===== src/rtl/param_sync_fifo_if.sv =====
// Handshake bundle for param_sync_fifo.
// master = producer/consumer side, slave = FIFO side.
interface param_sync_fifo_if #(
  parameter int DATA_WIDTH = 8,
  parameter int DEPTH      = 16
);
  localparam int CW = $clog2(DEPTH) + 1;

  logic                  flush;
  logic                  write_en;
  logic [DATA_WIDTH-1:0] data_in;
  logic                  read_en;
  logic [DATA_WIDTH-1:0] data_out;
  logic                  valid;
  logic                  full;
  logic                  empty;
  logic                  almost_full;
  logic                  almost_empty;
  logic [CW-1:0]         count;
  logic                  over_flow;
  logic                  under_flow;

  modport master (
    output flush, write_en, data_in, read_en,
    input  data_out, valid, full, empty,
    input  almost_full, almost_empty, count,
    input  over_flow, under_flow
  );

  modport slave (
    input  flush, write_en, data_in, read_en,
    output data_out, valid, full, empty,
    output almost_full, almost_empty, count,
    output over_flow, under_flow
  );
endinterface


===== src/rtl/param_sync_fifo.sv =====
// Single-clock FIFO with fill count, flush, error pulses
// and selectable registered / fall-through read port.
module param_sync_fifo #(
  parameter int DATA_WIDTH = 8,
  parameter int DEPTH      = 16,
  parameter int AF_LEVEL   = DEPTH - 2,
  parameter int AE_LEVEL   = 2,
  parameter int FWFT       = 0
) (
  input logic              clk,
  input logic              reset,
  param_sync_fifo_if.slave bus
);
  localparam int AW = $clog2(DEPTH);
  localparam int CW = AW + 1;

  logic [DATA_WIDTH-1:0] mem [DEPTH];

  logic [AW-1:0]         wr_ptr_q, wr_ptr_d;
  logic [AW-1:0]         rd_ptr_q, rd_ptr_d;
  logic [CW-1:0]         count_q, count_d;
  logic [DATA_WIDTH-1:0] dout_q, dout_d;
  logic                  valid_q, valid_d;
  logic                  ovf_q, ovf_d;
  logic                  udf_q, udf_d;
  logic                  full, empty;
  logic                  rd_acc, wr_acc;

  assign full  = (count_q == CW'(DEPTH));
  assign empty = (count_q == '0);

  // Accept/reject decisions and next-state; flush overrides all.
  always_comb begin
    rd_acc   = !bus.flush && bus.read_en && !empty;
    wr_acc   = !bus.flush && bus.write_en
             && (!full || rd_acc);
    ovf_d    = !bus.flush && bus.write_en
             && full && !rd_acc;
    udf_d    = !bus.flush && bus.read_en && empty;
    wr_ptr_d = wr_ptr_q;
    rd_ptr_d = rd_ptr_q;
    count_d  = count_q;
    dout_d   = dout_q;
    valid_d  = 1'b0;
    if (wr_acc) wr_ptr_d = wr_ptr_q + AW'(1);
    if (rd_acc) rd_ptr_d = rd_ptr_q + AW'(1);
    unique case ({wr_acc, rd_acc})
      2'b10:   count_d = count_q + CW'(1);
      2'b01:   count_d = count_q - CW'(1);
      default: count_d = count_q;
    endcase
    // FWFT remembers the presented word so it can hold once drained.
    if (FWFT != 0) begin
      if (!empty) dout_d = mem[rd_ptr_q];
    end else if (rd_acc) begin
      dout_d  = mem[rd_ptr_q];
      valid_d = 1'b1;
    end
    if (bus.flush) begin
      wr_ptr_d = '0;
      rd_ptr_d = '0;
      count_d  = '0;
    end
  end

  // Control and output registers.
  always_ff @(posedge clk or negedge reset) begin
    if (!reset) begin
      wr_ptr_q <= '0;
      rd_ptr_q <= '0;
      count_q  <= '0;
      dout_q   <= '0;
      valid_q  <= 1'b0;
      ovf_q    <= 1'b0;
      udf_q    <= 1'b0;
    end else begin
      wr_ptr_q <= wr_ptr_d;
      rd_ptr_q <= rd_ptr_d;
      count_q  <= count_d;
      dout_q   <= dout_d;
      valid_q  <= valid_d;
      ovf_q    <= ovf_d;
      udf_q    <= udf_d;
    end
  end

  // Storage array; contents survive reset.
  always_ff @(posedge clk) begin
    if (wr_acc) mem[wr_ptr_q] <= bus.data_in;
  end

  assign bus.data_out     = (FWFT != 0 && !empty)
                          ? mem[rd_ptr_q] : dout_q;
  assign bus.valid        = (FWFT != 0) ? !empty : valid_q;
  assign bus.full         = full;
  assign bus.empty        = empty;
  assign bus.almost_full  = (count_q >= CW'(AF_LEVEL));
  assign bus.almost_empty = (count_q <= CW'(AE_LEVEL));
  assign bus.count        = count_q;
  assign bus.over_flow    = ovf_q;
  assign bus.under_flow   = udf_q;
endmodule


===== src/flat_wrapper.sv =====
// flat-port wrapper written by rule: the top's interface ports become plain ports
module param_sync_fifo_flat 
#(
  parameter int DATA_WIDTH = 8,
  parameter int DEPTH      = 16,
  parameter int AF_LEVEL   = DEPTH - 2,
  parameter int AE_LEVEL   = 2,
  parameter int FWFT       = 0
)
  (clk, reset, bus_flush, bus_write_en, bus_data_in, bus_read_en, bus_data_out, bus_valid, bus_full, bus_empty, bus_almost_full, bus_almost_empty, bus_count, bus_over_flow, bus_under_flow);
  param_sync_fifo_if #(.DATA_WIDTH(DATA_WIDTH), .DEPTH(DEPTH)) bus_i ();
  input logic clk;
  input logic reset;
  input wire logic [$bits(bus_i.flush)-1:0] bus_flush;
  input wire logic [$bits(bus_i.write_en)-1:0] bus_write_en;
  input wire logic [$bits(bus_i.data_in)-1:0] bus_data_in;
  input wire logic [$bits(bus_i.read_en)-1:0] bus_read_en;
  output wire logic [$bits(bus_i.data_out)-1:0] bus_data_out;
  output wire logic [$bits(bus_i.valid)-1:0] bus_valid;
  output wire logic [$bits(bus_i.full)-1:0] bus_full;
  output wire logic [$bits(bus_i.empty)-1:0] bus_empty;
  output wire logic [$bits(bus_i.almost_full)-1:0] bus_almost_full;
  output wire logic [$bits(bus_i.almost_empty)-1:0] bus_almost_empty;
  output wire logic [$bits(bus_i.count)-1:0] bus_count;
  output wire logic [$bits(bus_i.over_flow)-1:0] bus_over_flow;
  output wire logic [$bits(bus_i.under_flow)-1:0] bus_under_flow;
  assign bus_i.flush = bus_flush;
  assign bus_i.write_en = bus_write_en;
  assign bus_i.data_in = bus_data_in;
  assign bus_i.read_en = bus_read_en;
  assign bus_data_out = bus_i.data_out;
  assign bus_valid = bus_i.valid;
  assign bus_full = bus_i.full;
  assign bus_empty = bus_i.empty;
  assign bus_almost_full = bus_i.almost_full;
  assign bus_almost_empty = bus_i.almost_empty;
  assign bus_count = bus_i.count;
  assign bus_over_flow = bus_i.over_flow;
  assign bus_under_flow = bus_i.under_flow;
  param_sync_fifo #(.DATA_WIDTH(DATA_WIDTH), .DEPTH(DEPTH), .AF_LEVEL(AF_LEVEL), .AE_LEVEL(AE_LEVEL), .FWFT(FWFT)) u_core (.clk(clk), .reset(reset), .bus(bus_i));
endmodule

===== config.mk =====
export PLATFORM = sky130hd
export DESIGN_NAME = param_sync_fifo_flat
export DESIGN_NICKNAME = d
export VERILOG_FILES = /design/src/rtl/param_sync_fifo_if.sv /design/src/rtl/param_sync_fifo.sv /design/src/flat_wrapper.sv
export SDC_FILE = /design/constraint.sdc
export NUM_CORES = 1
export LEC_CHECK = 0
export ABC_AREA = 1
export CELL_PAD_IN_SITES_DETAIL_PLACEMENT = 1
export CELL_PAD_IN_SITES_GLOBAL_PLACEMENT = 1
export CORE_UTILIZATION = 32
export CTS_CLUSTER_DIAMETER = 60
export DETAILED_ROUTE_END_ITERATION = 8
export GPL_ROUTABILITY_DRIVEN = 0
export PLACE_DENSITY_LB_ADDON = 0.1
export REMOVE_ABC_BUFFERS = 1
export SLEW_MARGIN = 30
export SYNTH_ARGS = -nofsm -noshare
export SYNTH_HDL_FRONTEND = slang
export SYNTH_SLANG_ARGS = --single-unit

===== constraint.sdc =====
create_clock -name clk -period 2.1 [get_ports clk]
set_input_delay 0.525 -clock clk [delete_from_list [all_inputs] [get_ports clk]]
set_output_delay 0.525 -clock clk [all_outputs]
set_load 0.03 [all_outputs]

* Word level (Yosys, flattened, before mapping)
Memories as Yosys holds them, arrays and structs flattened. A register that Yosys moved wholly into a read port is not among the register bits.
Cells that the tools add are included.
** Storage, ports and cells
- Register bits :: 16
- Bits in writable memories :: 128
- Output and inout bits :: 20
- Word-level logic and storage cells :: 42
- Memories :: 1
** Memories
- u_core.mem :: depth 16, bits a word 8, rd ports 1, clocked after memory_dff 1, wr ports 1, line param_sync_fifo.sv:17 : logic [DATA_WIDTH-1:0] mem [DEPTH];
** Cells by class
- Add/sub/neg operators :: 4
- Order comparisons :: 2
- Equality and inequality tests :: 3
- Muxes and demuxes :: 9
- Reductions and logical operators :: 17
** Operator list (number)
- $mux 4 :: 4
- $pmux 5 s2 :: 1
- $add 4x1->4 const B :: 2
- $logic_and 1x1->1 :: 7
- $add 5x1->5 const B :: 1
- $eq 5x5->1 const B :: 1
- $ge 5x4->1 const B :: 1
- $le 5x2->1 const B :: 1
- $logic_not 1->1 :: 5
- $logic_not 5->1 :: 1
- $mux 5 :: 1
- $sub 5x1->5 const B :: 1
- $reduce_bool 2->1 :: 2
- $mux 1 :: 3
- $reduce_bool 3->1 :: 1
- $eq 2x1->1 const B :: 1
- $eq 2x2->1 const B :: 1
- $logic_or 1x1->1 :: 1

* Depth between registers and ports, before layout
Gate-level depths: netlist (run 1).
- Depth in word-level cells :: 8
- Gate-level depth with buffers :: 14
- Mapped depth without buffers :: 14

* Least setup slack after synthesis (run 1)
No wires, ideal clock.
- Path kind :: input to register
- Start :: input bus_flush
- End :: memory u_core.mem[10][0], enable pin
- Library setup time :: 0.370 ns
- Arrival :: 1.690 ns
- Required time :: 1.730 ns
- Slack :: 0.040 ns
- Stages on the path :: 8
- Buffers on the path :: 1
- Path through :: buf_2 nor2_8 nand2_4 nand2_4 nand2_4 inv_4 nand2_1 nor2_1
** On the way
- Cells in the longest elaborated chain, start to end :: 7
- Elaborated cells between the ends (all ways) :: 8
- Classes of those cells :: mux: 2; reduce/logical: 6
** RTL lines
- start: declaration :: line flat_wrapper.sv:14 : input wire logic [$bits(bus_i.flush)-1:0] bus_flush;
- $logic_not 1->1 (*) :: line param_sync_fifo.sv:34, param_sync_fifo.sv:35
- $logic_and 1x1->1 (2 in series) :: line param_sync_fifo.sv:34 : rd_acc = !bus.flush && bus.read_en && !empty;
- $logic_or 1x1->1 :: line param_sync_fifo.sv:36 : && (!full || rd_acc);
- $logic_and 1x1->1 (*) :: line param_sync_fifo.sv:36
- $mux 1 (*) :: line param_sync_fifo.sv:89 : if (wr_acc) mem[wr_ptr_q] <= bus.data_in;
- $mux 1 (not written as such) (*) :: line param_sync_fifo.sv:89
- end: declaration :: line param_sync_fifo.sv:17
Mark *: on every way between the ends. The rest lies on a longest branch, timed or not.

* Worst setup path after layout (run 1)
- Start :: register u_core.count_q[2], in the netlist u_core.bus.count[2]
- End :: output bus_count[2]
** RTL lines
- start: declaration :: line param_sync_fifo.sv:21 : logic [CW-1:0] count_q, count_d;
- start signal: assignment :: line param_sync_fifo.sv:79 : count_q <= count_d;
- end: declaration :: line flat_wrapper.sv:24 : output wire logic [$bits(bus_i.count)-1:0] bus_count;
No word-level cell between the ends.

==> impl_results.html, run 1 <==
<table>
<tr><th>Metric</th><th>Value</th></tr>
<tr><th colspan="2">Finish</th></tr>
<tr><td>Layout cells sized above 1</td><td>0.170</td></tr>
<tr><td>Fillers</td><td>2126</td></tr>
<tr><td>Most frequent cells in the layout</td><td>128 x edfxtp_1, 125 x nor2_1, 67 x o21ai_0</td></tr>
<tr><td>Antenna diode count</td><td>0</td></tr>
<tr><td>Total Nets Final</td><td>637</td></tr>
<tr><td>Most frequent standard cell in the layout excluding fill and tap cells</td><td>edfxtp_1</td></tr>
<tr><td>Syn-to-layout area delta</td><td>23.3%</td></tr>
<tr><td>Share of the core filled with cells in the final layout</td><td>0.406</td></tr>
<tr><th colspan="2">Pwr</th></tr>
<tr><td>Worst vdd ir</td><td>0.484 mV</td></tr>
<tr><td>Power per Cell Area</td><td>922 nW/um^2</td></tr>
<tr><td>Reported leakage power</td><td>2.90 nW</td></tr>
<tr><th colspan="2">Timing</th></tr>
<tr><td>Period utilisation layout</td><td>0.968</td></tr>
<tr><td>Total count of hold-check failures in the final report</td><td>0</td></tr>
<tr><td>Final Skew</td><td>6.81 ps</td></tr>
<tr><td>Unrepaired setup endpoints after global routing</td><td>false</td></tr>
<tr><td>Achievable clock frequency</td><td>0.492 GHz</td></tr>
<tr><td>Pins Over Slew Limit</td><td>0</td></tr>
<tr><td>Final period demand of the worst path</td><td>2030 ps</td></tr>
<tr><td>Tightest slew margin relative to the limit</td><td>0.682</td></tr>
<tr><td>Setup total negative slack</td><td>0 ps</td></tr>
<tr><td>Final setup viols</td><td>0</td></tr>
<tr><td>Pin slew with the least headroom to its limit</td><td>474 ps</td></tr>
<tr><th colspan="2">Placement</th></tr>
<tr><td>Input/output buffers</td><td>32</td></tr>
<tr><td>Half-perimeter wire length after detailed placement</td><td>11.3 mm</td></tr>
<tr><th colspan="2">CTS</th></tr>
<tr><td>Clock sink total</td><td>152</td></tr>
<tr><td>Number of buffers on the longest clock path</td><td>2</td></tr>
<tr><td>H-Tree Level Count</td><td>4</td></tr>
<tr><td>Clock edge transition at the registers on the reported setup and hold paths</td><td>60 ps</td></tr>
<tr><td>Num CTS Buffers</td><td>17</td></tr>
<tr><td>Cell at the root of the clock tree</td><td>clkbuf_16</td></tr>
<tr><td>TritonCTS clock tree</td><td>done</td></tr>
<tr><td>Worst-Skew Late Latency</td><td>420 ps</td></tr>
<tr><th colspan="2">Routing</th></tr>
<tr><td>Antenna-violating nets left</td><td>0</td></tr>
<tr><td>Via/cell ratio</td><td>4.84</td></tr>
<tr><td>Routed WL per cell</td><td>19.2 um</td></tr>
<tr><td>Total vias in the final route</td><td>4331</td></tr>
<tr><td>Count of unresolved DRC violations after routing</td><td>0</td></tr>
<tr><td>DR iter-0 viols</td><td>288</td></tr>
<tr><td>Detailed-route wire length</td><td>17.2 mm</td></tr>
<tr><td>DRT Pass-1 Iters</td><td>4</td></tr>
<tr><th colspan="2">Floorplanning</th></tr>
<tr><td>Die ar.</td><td>20700 sq um</td></tr>
<tr><td>Starting density of the core</td><td>0.329</td></tr>
<tr><td>Number of ports placed on the die boundary</td><td>33</td></tr>
<tr><td>Die Height</td><td>144 um</td></tr>
<tr><td>Die outline width</td><td>144 um</td></tr>
<tr><td>Standard-cell rows</td><td>51</td></tr>
<tr><td>Placeable core region</td><td>19600 sq um</td></tr>
<tr><th colspan="2">Yosys</th></tr>
<tr><td>Register area share after synthesis</td><td>0.689</td></tr>
<tr><td>FF+latch count, synth</td><td>152</td></tr>
<tr><td>Synth unique cells</td><td>33</td></tr>
<tr><td>Synth Instances</td><td>539</td></tr>
<tr><td>Post-Synthesis Mean Instance Area</td><td>12.0 sq um</td></tr>
<tr><td>Number of warning messages in the yosys log</td><td>0</td></tr>
<tr><td>Cell area after synthesis</td><td>6450 sq um</td></tr>
<tr><th colspan="2">Setup path</th></tr>
<tr><td>Worst Setup Start Kind</td><td>flip-flop</td></tr>
<tr><td>Worst Path Class, Setup</td><td>flip-flop to primary output</td></tr>
<tr><td>Maximum single-stage delay on the critical path</td><td>690 ps</td></tr>
<tr><td>Sum of buffers and inverters on the critical path</td><td>1</td></tr>
<tr><td>Cell type of the slowest stage on the worst timing path</td><td>clkdlybuf4s50_1</td></tr>
<tr><td>Cell chain of the critical path</td><td>clkdlybuf4s50_1</td></tr>
<tr><td>Delay-heaviest family, CP</td><td>buffers and inverters</td></tr>
<tr><td>Worst Path Max Fanout</td><td>4</td></tr>
<tr><td>Arrival time reported for the critical path endpoint</td><td>1510 ps</td></tr>
<tr><td>Endpoint type of the worst setup path</td><td>primary output</td></tr>
<tr><td>WP data required</td><td>1570 ps</td></tr>
<tr><th colspan="2">Global route</th></tr>
<tr><td>Antenna violations before repair</td><td>0</td></tr>
<tr><td>Grt ovf</td><td>0</td></tr>
<tr><td>Via count of the first global-routing pass</td><td>4621</td></tr>
<tr><td>Maximum number of pins on one net before global-route repair</td><td>67</td></tr>
<tr><td>Combined global-route utilization of all metal layers</td><td>0.180</td></tr>
<tr><td>First-pass GRT wire length</td><td>26.7 mm</td></tr>
<tr><th colspan="2">Min path</th></tr>
<tr><td>Hold/Removal Path Class</td><td>input pin to asynchronous set/reset pin</td></tr>
<tr><th colspan="2">Run status</th></tr>
<tr><td>Run status</td><td>completed</td></tr>
<tr><th colspan="2">Job</th></tr>
<tr><td>Max-cap violation count</td><td>0</td></tr>
</table>
Yosys cell counts:
cell type  number  area (sq um)
inv_2           6          22.5
nor3_1          3          15.0
o21ai_1         7          35.0
a31oi_1         8          50.1
buf_1           2          7.51
nand3_1        24           120
edfxtp_1      128          3840
buf_2           8          40.0
xnor2_1         1          8.76
nor2_8          1          20.0
o31ai_2         1          12.5
inv_4           1          6.26
nor2_1        125           469
o21ai_0        67           335
and3_1          1          6.26
dfrtp_1        24           601
o21ai_2         1          8.76
nand2_4         4          45.0
ha_1            7          87.6
nand3_2         1          10.0
clkinv_1        2          7.51
nand3_4         3          52.6
inv_1          18          67.6
nand2_1        36           135
buf_6           4          45.0
clkbuf_1        7          26.3
o22ai_1         2          12.5
a21oi_4         1          16.3
nand4_1         3          18.8
o211ai_1       32           240
nor2_2          3          18.8
buf_4           6          45.0
xor2_1          2          17.5
cell families (layout without fill, tap and decap cells):
kind of cell / Yosys count / in the layout / synth area share
adders and majority gates: 7 / 7 / 0.0136
AOI/OAI and AO/OA: 119 / 119 / 0.110
xor gates and xnor gates: 3 / 3 / 0.00408
and+or+nand+nor: 204 / 204 / 0.141
buffers and inverters: 54 / 145 / 0.0415
DFF: 152 / 152 / 0.689
area by class of cell:
type	instances	area, sq um	share of cell area
Sequential cell	152	4450	0.560
Multi-Input combinational cell	333	1750	0.220
Timing Repair Buffer	86	777	0.0977
Clock buffer	18	429	0.0540
Tap cell	265	332	0.0417
Clock inverter	14	114	0.0143
Inverter	27	104	0.0131
flip-flops by register name, indices dropped and copies added, names as in the netlist:
signal                 cells
u_core.bus.count           5
u_core.bus.data_out        8
u_core.bus.over_flow       1
u_core.bus.under_flow      1
u_core.bus.valid           1
u_core.mem               128
u_core.rd_ptr_q            4
u_core.wr_ptr_q            4
worst paths after layout:
path	depth (start not counted)	start	slack [ps]	to
min reg2reg	2	u_core.bus.data_out[2]$_DFFE_PN0N_	560	u_core.bus.data_out[2]$_DFFE_PN0N_
max reg2reg	12	u_core.bus.count[2]$_DFFE_PN0P_	290	u_core.bus.count[4]$_DFFE_PN0P_
max	1	u_core.bus.count[2]$_DFFE_PN0P_	70	bus_count[2]
min in group clk	2	u_core.bus.data_out[2]$_DFFE_PN0N_	560	u_core.bus.data_out[2]$_DFFE_PN0N_
max in group asynchronous	2	reset	1280	u_core.rd_ptr_q[0]$_DFFE_PN0P_
min	2	reset	500	u_core.bus.data_out[5]$_DFFE_PN0N_
per-layer routing:
layer,vias up,GRT usage,wire [um]
li1,2074,-,-
met1,2168,0.244,8300
met2,68,0.289,8020
met3,21,0.0313,613
met4,0,0.0616,263
met5,-,0,0
metrics by stage:
stage / area, sq um / hold WS [ps] / total power, mW / instances / setup slack [ps]
3_3_place_gp: 7390 / 540 / 4.55 / 862 / -195
2_1_floorplan: 6280 / 229 / 4.05 / 512 / -361
3_5_place_dp: 7390 / 559 / 4.57 / 862 / -254
5_1_grt: 7950 / 520 / 7.61 / 895 / 4.21
6_report: 7950 / 500 / 7.33 / 895 / 66.3
4_1_cts: 7930 / 504 / 7.42 / 894 / -15.5
timing repair:
| action | in CTS | in global routing |
|---|---|---|
| gates resized for setup | 6 | 6 |
| hold buffers | 0 | 0 |
| setup endpoints to repair | 7 | 3 |
| setup buffers | 0 | 1 |
report_power, final:
part	internal, mW	total [mW]	switching [mW]
sequential	3.39	3.46	0.0702
combinational	0.378	1.03	0.648
clock	1.71	2.85	1.14
total	5.48	7.33	1.86
No activity file was read; power rests on OpenSTA's default activity.
==> run 2, diff against run 1 <==
--- a/config.mk
+++ b/config.mk
@@ -8,7 +8,7 @@
 export ABC_AREA = 1
 export CELL_PAD_IN_SITES_DETAIL_PLACEMENT = 1
 export CELL_PAD_IN_SITES_GLOBAL_PLACEMENT = 1
-export CORE_UTILIZATION = 32
+export CORE_UTILIZATION = 45
 export CTS_CLUSTER_DIAMETER = 60
 export DETAILED_ROUTE_END_ITERATION = 8
 export GPL_ROUTABILITY_DRIVEN = 0
==> run 2 against run 1 <==
  * Flip-flop and latch count did not move
  * Worst setup slack got worse by 6.9 ps
  * Total power rose by 4.3%
  * Sequential share of layout area barely moved
  * Final area did not move
  * Cell count fell by 8.7%
  * Critical path type unchanged
  * Largest power group unchanged
==> impl_results.html, run 2 (synthesis results as in run 1) <==
<table>
<tr><th>Metric</th><th>Value</th></tr>
<tr><th colspan="2">Run status</th></tr>
<tr><td>Run status</td><td>completed</td></tr>
<tr><th colspan="2">Setup path</th></tr>
<tr><td>Worst Path Max Fanout</td><td>6</td></tr>
<tr><td>Worst Setup Start Kind</td><td>flip-flop</td></tr>
<tr><td>R2r startpoint</td><td>u_core.bus.count[1]$_DFFE_PN0P_</td></tr>
<tr><td>WP data required</td><td>1570 ps</td></tr>
<tr><td>Endpoint type of the worst setup path</td><td>primary output</td></tr>
<tr><td>Worst Path Class, Setup</td><td>flip-flop to primary output</td></tr>
<tr><td>Arrival time reported for the critical path endpoint</td><td>1520 ps</td></tr>
<tr><td>Worst setup path startpoint</td><td>u_core.bus.count[1]$_DFFE_PN0P_</td></tr>
<tr><td>Cell depth of the worst flop-to-flop path</td><td>9</td></tr>
<tr><th colspan="2">Timing</th></tr>
<tr><td>Final period demand of the worst path</td><td>2040 ps</td></tr>
<tr><td>Tightest slew margin relative to the limit</td><td>0.590</td></tr>
<tr><td>Period utilisation layout</td><td>0.972</td></tr>
<tr><td>Total count of hold-check failures in the final report</td><td>0</td></tr>
<tr><td>Final Skew</td><td>7.11 ps</td></tr>
<tr><td>Unrepaired setup endpoints after global routing</td><td>false</td></tr>
<tr><td>Tightest hold margin</td><td>517 ps</td></tr>
<tr><td>Pin slew with the least headroom to its limit</td><td>612 ps</td></tr>
<tr><td>Pins Over Slew Limit</td><td>0</td></tr>
<tr><td>Setup total negative slack</td><td>0 ps</td></tr>
<tr><td>Final setup viols</td><td>0</td></tr>
<tr><td>Fin worst setup slack</td><td>59.4 ps</td></tr>
<tr><td>Achievable clock frequency</td><td>0.490 GHz</td></tr>
<tr><th colspan="2">Pwr</th></tr>
<tr><td>Fraction of power consumed by combinational cells</td><td>0.134</td></tr>
<tr><td>Overall Power</td><td>7.65 mW</td></tr>
<tr><td>Internal power</td><td>5.76 mW</td></tr>
<tr><td>Switching part of the total power</td><td>0.247</td></tr>
<tr><td>Share of power burned in registers</td><td>0.452</td></tr>
<tr><td>Power per Cell Area</td><td>962 nW/um^2</td></tr>
<tr><td>Net switching component of the power</td><td>1.89 mW</td></tr>
<tr><td>Portion of total power attributed to the clock network</td><td>0.413</td></tr>
<tr><td>Worst vdd ir</td><td>0.520 mV</td></tr>
<tr><td>Reported leakage power</td><td>2.99 nW</td></tr>
<tr><th colspan="2">Finish</th></tr>
<tr><td>Antenna diode count</td><td>0</td></tr>
<tr><td>Most frequent standard cell in the layout excluding fill and tap cells</td><td>edfxtp_1</td></tr>
<tr><td>Syn-to-layout area delta</td><td>23.3%</td></tr>
<tr><td>Top register by number of flip-flops</td><td>u_core.mem</td></tr>
<tr><td>Share of the core filled with cells in the final layout</td><td>0.571</td></tr>
<tr><td>Largest register FFs</td><td>128</td></tr>
<tr><td>Layout cells sized above 1</td><td>0.184</td></tr>
<tr><td>Total Nets Final</td><td>644</td></tr>
<tr><td>Most frequent cells in the layout</td><td>128 x edfxtp_1, 123 x nor2_1, 67 x o21ai_0</td></tr>
<tr><th colspan="2">Routing</th></tr>
<tr><td>Via/cell ratio</td><td>5.59</td></tr>
<tr><td>DR iter-0 viols</td><td>314</td></tr>
<tr><td>Routed WL per cell</td><td>21.5 um</td></tr>
<tr><td>Count of unresolved DRC violations after routing</td><td>0</td></tr>
<tr><td>Antenna-violating nets left</td><td>0</td></tr>
<tr><td>Total vias in the final route</td><td>4569</td></tr>
<tr><td>DRT Pass-1 Iters</td><td>5</td></tr>
<tr><td>Detailed-route wire length</td><td>17.6 mm</td></tr>
<tr><th colspan="2">Placement</th></tr>
<tr><td>Half-perimeter wire length after detailed placement</td><td>11.5 mm</td></tr>
<tr><td>Post-placement setup slack</td><td>-399 ps</td></tr>
<tr><td>Input/output buffers</td><td>32</td></tr>
<tr><th colspan="2">CTS</th></tr>
<tr><td>Num CTS Buffers</td><td>17</td></tr>
<tr><td>H-Tree Level Count</td><td>4</td></tr>
<tr><td>Cell at the root of the clock tree</td><td>clkbuf_16</td></tr>
<tr><td>Worst-Skew Late Latency</td><td>420 ps</td></tr>
<tr><td>Total of hold buffers inserted after clock tree synthesis</td><td>0</td></tr>
<tr><td>Number of setup buffers added after CTS</td><td>0</td></tr>
<tr><td>Clock sink total</td><td>152</td></tr>
<tr><td>Clock edge transition at the registers on the reported setup and hold paths</td><td>60 ps</td></tr>
<tr><td>TritonCTS clock tree</td><td>done</td></tr>
<tr><td>Number of buffers on the longest clock path</td><td>2</td></tr>
<tr><th colspan="2">Global route</th></tr>
<tr><td>Maximum number of pins on one net before global-route repair</td><td>62</td></tr>
<tr><td>Combined global-route utilization of all metal layers</td><td>0.258</td></tr>
<tr><td>Antenna violations before repair</td><td>0</td></tr>
<tr><td>Grt ovf</td><td>0</td></tr>
<tr><td>First-pass GRT wire length</td><td>27.4 mm</td></tr>
<tr><td>Via count of the first global-routing pass</td><td>4830</td></tr>
<tr><th colspan="2">Job</th></tr>
<tr><td>Max-cap violation count</td><td>0</td></tr>
<tr><th colspan="2">Floorplanning</th></tr>
<tr><td>Standard-cell rows</td><td>43</td></tr>
<tr><td>Number of ports placed on the die boundary</td><td>33</td></tr>
<tr><td>Die Height</td><td>122 um</td></tr>
<tr><td>Die ar.</td><td>14800 sq um</td></tr>
<tr><td>Starting density of the core</td><td>0.463</td></tr>
<tr><td>Placeable core region</td><td>13900 sq um</td></tr>
<tr><td>Die outline width</td><td>122 um</td></tr>
<tr><th colspan="2">Min path</th></tr>
<tr><td>Hold/Removal Path Class</td><td>input pin to asynchronous set/reset pin</td></tr>
</table>
run 2: path summary, 6_finish.rpt:
check | endpoint | slack [ps]
max in group asynchronous | u_core.rd_ptr_q[0]$_DFFE_PN0P_ | 1260
hold reg to reg | u_core.bus.data_out[6]$_DFFE_PN0N_ | 550
hold / removal | u_core.bus.count[3]$_DFFE_PN0P_ | 520
setup reg to reg | u_core.mem[13][2]$_DFFE_PP_ | 250
min in group clk | u_core.bus.data_out[6]$_DFFE_PN0N_ | 550
setup / recovery | bus_full | 60
run 2: final cells by class:
class,instances,area (sq um)
well taps,180,225
repair buffers,93,821
multi-input cells,333,1750
clock inverters,12,155
inverters,27,104
clock buffers,20,447
flip-flops and latches,152,4450
fillers,1453,5980
run 2: power groups by stage:
| stage | sequential [mW] | clock [mW] | combinational, mW |
|---|---|---|---|
| floorplan | 3.71 | 0 | 0.337 |
| global placement | 3.52 | 0 | 1.02 |
| detailed placement | 3.53 | 0 | 1.04 |
| CTS | 3.46 | 3.18 | 1.05 |
| global route | 3.47 | 3.29 | 1.12 |
| finish | 3.46 | 3.16 | 1.03 |
run 2: layer usage:
layer,up-vias,wire (um),global-route usage
met5,-,0,0
met4,0,298,0.0934
met3,22,609,0.0435
met2,109,8970,0.444
met1,2346,7690,0.329
li1,2092,-,-
run 2: repair_timing:
action	in CTS	in global routing
gates resized for setup	9	5
cloned	0	0
setup endpoints to repair	6	21
endpoints found under the hold margin	0	0
run 2: stage by stage:
stage,area [sq um],instances
2_1_floorplan,6280,512
3_3_place_gp,7330,785
3_5_place_dp,7330,785
4_1_cts,7940,817
5_1_grt,7950,817
6_report,7950,817
run 2: worst max-delay path, cell delays in order (launching register included):
cell,delay (ps)
dfrtp_1,470
nor2_4,180
nand2_1,80
nor2_2,170
buf_4,190
==> run 3, diff against run 2 <==
--- a/config.mk
+++ b/config.mk
@@ -6,7 +6,7 @@
 export NUM_CORES = 1
 export LEC_CHECK = 0
 export ABC_AREA = 1
-export CELL_PAD_IN_SITES_DETAIL_PLACEMENT = 1
+export CELL_PAD_IN_SITES_DETAIL_PLACEMENT = 0
 export CELL_PAD_IN_SITES_GLOBAL_PLACEMENT = 1
 export CORE_UTILIZATION = 45
 export CTS_CLUSTER_DIAMETER = 60
==> run 3 against run 2 <==
  * Sequential share of layout area rose by 0.17 points
  * Die area did not move
  * Flip-flop and latch count did not move
  * Global-route usage fell by 2.8 points
  * Core utilization fell by 0.16 points
  * Register-to-register slack improved by 20 ps
  * Worst setup slack improved by 25 ps
  * Clock power fell by 4%
  * Count of clock-buffer cells in the layout fell by 2
  * Critical endpoint is now u_core.mem[7][7]$_DFFE_PP_
  * Largest cell class unchanged
  * Largest power group unchanged
  * Highest routed layer unchanged
==> impl_results.html, run 3 (synthesis results as in run 1) <==
<table>
<tr><th>Metric</th><th>Value</th></tr>
<tr><th colspan="2">Routing</th></tr>
<tr><td>Routed WL per cell</td><td>19.1 um</td></tr>
<tr><td>Count of unresolved DRC violations after routing</td><td>0</td></tr>
<tr><td>Total vias in the final route</td><td>4373</td></tr>
<tr><td>Antenna-violating nets left</td><td>0</td></tr>
<tr><td>Via/cell ratio</td><td>5.35</td></tr>
<tr><td>DRT Pass-1 Iters</td><td>5</td></tr>
<tr><td>DR iter-0 viols</td><td>351</td></tr>
<tr><td>Detailed-route wire length</td><td>15.6 mm</td></tr>
<tr><th colspan="2">Global route</th></tr>
<tr><td>Maximum number of pins on one net before global-route repair</td><td>62</td></tr>
<tr><td>First-pass GRT wire length</td><td>24.5 mm</td></tr>
<tr><td>Via count of the first global-routing pass</td><td>4453</td></tr>
<tr><td>Combined global-route utilization of all metal layers</td><td>0.231</td></tr>
<tr><td>Antenna violations before repair</td><td>0</td></tr>
<tr><td>Grt ovf</td><td>0</td></tr>
<tr><th colspan="2">Floorplanning</th></tr>
<tr><td>Starting density of the core</td><td>0.463</td></tr>
<tr><td>Die Height</td><td>122 um</td></tr>
<tr><td>Placeable core region</td><td>13900 sq um</td></tr>
<tr><td>Die ar.</td><td>14800 sq um</td></tr>
<tr><td>Die outline width</td><td>122 um</td></tr>
<tr><td>Number of ports placed on the die boundary</td><td>33</td></tr>
<tr><td>Standard-cell rows</td><td>43</td></tr>
<tr><th colspan="2">Setup path</th></tr>
<tr><td>Slack of the worst reg-to-reg path</td><td>270 ps</td></tr>
<tr><td>Endpoint type of the worst setup path</td><td>flip-flop</td></tr>
<tr><td>Worst Path Class, Setup</td><td>input pin to flip-flop</td></tr>
<tr><td>Worst Path Max Fanout</td><td>5</td></tr>
<tr><td>Cell type of the slowest stage on the worst timing path</td><td>clkdlybuf4s50_1</td></tr>
<tr><td>Endpoint of the worst setup timing path</td><td>u_core.mem[7][7]$_DFFE_PP_</td></tr>
<tr><td>Capture instance of the worst register-to-register path</td><td>u_core.mem[7][7]$_DFFE_PP_</td></tr>
<tr><td>Crit path top cell by count</td><td>nand2_4</td></tr>
<tr><td>Worst setup path startpoint</td><td>bus_flush</td></tr>
<tr><td>Worst Setup Start Kind</td><td>input pin</td></tr>
<tr><td>Arrival time reported for the critical path endpoint</td><td>2150 ps</td></tr>
<tr><td>Cell depth of the worst flop-to-flop path</td><td>9</td></tr>
<tr><td>Maximum single-stage delay on the critical path</td><td>540 ps</td></tr>
<tr><td>R2r startpoint</td><td>u_core.bus.count[4]$_DFFE_PN0P_</td></tr>
<tr><td>WP data required</td><td>2230 ps</td></tr>
<tr><td>Cell chain of the critical path</td><td>clkdlybuf4s50_1, nor2_8, nand2_4, nand2_4, nand2_4, inv_4, nand2_4, nor2_1, buf_4</td></tr>
<tr><th colspan="2">Timing</th></tr>
<tr><td>Tightest slew margin relative to the limit</td><td>0.628</td></tr>
<tr><td>Fin worst setup slack</td><td>83.9 ps</td></tr>
<tr><td>Final setup viols</td><td>0</td></tr>
<tr><td>Achievable clock frequency</td><td>0.496 GHz</td></tr>
<tr><td>Pins Over Slew Limit</td><td>0</td></tr>
<tr><td>Unrepaired setup endpoints after global routing</td><td>false</td></tr>
<tr><td>Final period demand of the worst path</td><td>2020 ps</td></tr>
<tr><td>Total count of hold-check failures in the final report</td><td>0</td></tr>
<tr><td>Pin slew with the least headroom to its limit</td><td>555 ps</td></tr>
<tr><td>Final Skew</td><td>7.64 ps</td></tr>
<tr><td>Period utilisation layout</td><td>0.960</td></tr>
<tr><td>Setup total negative slack</td><td>0 ps</td></tr>
<tr><th colspan="2">Run status</th></tr>
<tr><td>Run status</td><td>completed</td></tr>
<tr><th colspan="2">Placement</th></tr>
<tr><td>Half-perimeter wire length after detailed placement</td><td>10.4 mm</td></tr>
<tr><td>Placed Cells incl. Taps</td><td>785</td></tr>
<tr><td>Placed standard-cell area</td><td>7330 sq um</td></tr>
<tr><td>Input/output buffers</td><td>32</td></tr>
<tr><td>Post-placement setup slack</td><td>-350 ps</td></tr>
<tr><th colspan="2">CTS</th></tr>
<tr><td>Clock edge transition at the registers on the reported setup and hold paths</td><td>60 ps</td></tr>
<tr><td>Num CTS Buffers</td><td>17</td></tr>
<tr><td>TritonCTS clock tree</td><td>done</td></tr>
<tr><td>Cell at the root of the clock tree</td><td>clkbuf_16</td></tr>
<tr><td>Worst-Skew Late Latency</td><td>420 ps</td></tr>
<tr><td>H-Tree Level Count</td><td>4</td></tr>
<tr><td>Number of buffers on the longest clock path</td><td>2</td></tr>
<tr><td>Clock sink total</td><td>152</td></tr>
<tr><td>Total of hold buffers inserted after clock tree synthesis</td><td>0</td></tr>
<tr><th colspan="2">Job</th></tr>
<tr><td>Max-cap violation count</td><td>0</td></tr>
<tr><th colspan="2">Finish</th></tr>
<tr><td>Syn-to-layout area delta</td><td>23.0%</td></tr>
<tr><td>Summed area of non-filler cells in the final layout</td><td>7930 sq um</td></tr>
<tr><td>Total Nets Final</td><td>644</td></tr>
<tr><td>Final std cells w/o fill</td><td>817</td></tr>
<tr><td>Antenna diode count</td><td>0</td></tr>
<tr><td>Largest register FFs</td><td>128</td></tr>
<tr><td>Most frequent cells in the layout</td><td>128 x edfxtp_1, 125 x nor2_1, 67 x o21ai_0</td></tr>
<tr><td>Top register by number of flip-flops</td><td>u_core.mem</td></tr>
<tr><td>Most frequent standard cell in the layout excluding fill and tap cells</td><td>edfxtp_1</td></tr>
<tr><td>Layout cells sized above 1</td><td>0.188</td></tr>
<tr><th colspan="2">Pwr</th></tr>
<tr><td>Reported leakage power</td><td>2.99 nW</td></tr>
<tr><td>Overall Power</td><td>7.50 mW</td></tr>
<tr><td>Worst vdd ir</td><td>0.565 mV</td></tr>
<tr><td>Power per Cell Area</td><td>946 nW/um^2</td></tr>
<tr><th colspan="2">Min path</th></tr>
<tr><td>Hold/Removal Path Class</td><td>input pin to asynchronous set/reset pin</td></tr>
</table>
-- run 3: changes by cell type in the layout (fill, tap and decap cells not counted), sizes merged --
cell / before / now
clkinvlp: 0 / 2
clkbuf: 20 / 18
bufinv: 4 / 3
clkinv: 10 / 11
dlygate4sd2: 5 / 4
dlymetal6s2s: 1 / 2
-- run 3: report_power, final --
group | switching [mW] | internal [mW] | total [mW] | leakage [nW]
Clock | 1.18 | 1.85 | 3.03 | 0.289
Combinational | 0.626 | 0.378 | 1.00 | 1.25
Sequential | 0.0721 | 3.39 | 3.46 | 1.45
Total | 1.88 | 5.62 | 7.50 | 2.99
-- run 3: worst max-delay path: cells and delay by family --
kind	cells	cell delay, ps
buffers and inverters	3	840
and+or+nand+nor	6	770
-- run 3: layer usage --
layer	vias to the layer above	share of wire	GRT usage
met2	131	0.48	0.364
li1	2088	-	-
met3	24	0.054	0.0412
met4	0	0.022	0.0965
met5	-	0	0
met1	2130	0.44	0.316
-- run 3: cell type report --
| type | instances | area (sq um) |
|---|---|---|
| Clock buffer | 18 | 429 |
| Timing Repair Buffer | 93 | 825 |
| Inverter | 27 | 104 |
| Fill cell | 1170 | 6010 |
| Multi-Input combinational cell | 333 | 1740 |
| Sequential cell | 152 | 4450 |
| Tap cell | 180 | 225 |
| Clock inverter | 14 | 158 |
-- run 3: timing repair --
action	4_1_cts	5_1_grt
pin swaps	0	0
setup buffers	0	0
resized for setup	8	3
setup endpoints to repair	6	3
-- run 3: how the worst min path moves through the flow --
stage | from | to | cells after the start
after CTS | reset | u_core.bus.over_flow$_DFF_PN0_ | 2
after floorplan | reset | u_core.bus.count[0]$_DFFE_PN0P_ | 0
after detailed placement | u_core.wr_ptr_q[2]$_DFFE_PN0P_ | u_core.wr_ptr_q[2]$_DFFE_PN0P_ | 1
after global routing | reset | u_core.bus.count[4]$_DFFE_PN0P_ | 2
after global placement | u_core.bus.data_out[7]$_DFFE_PN0N_ | u_core.bus.data_out[7]$_DFFE_PN0N_ | 2
final | reset | u_core.bus.count[2]$_DFFE_PN0P_ | 2
-- run 3: per-stage QoR --
stage | hold WS, ps | util
floorplan | 229 | -
global placement | 535 | 0.526
detailed placement | 549 | 0.526
CTS | 511 | 0.569
global route | 530 | 0.569
finish | 501 | 0.569
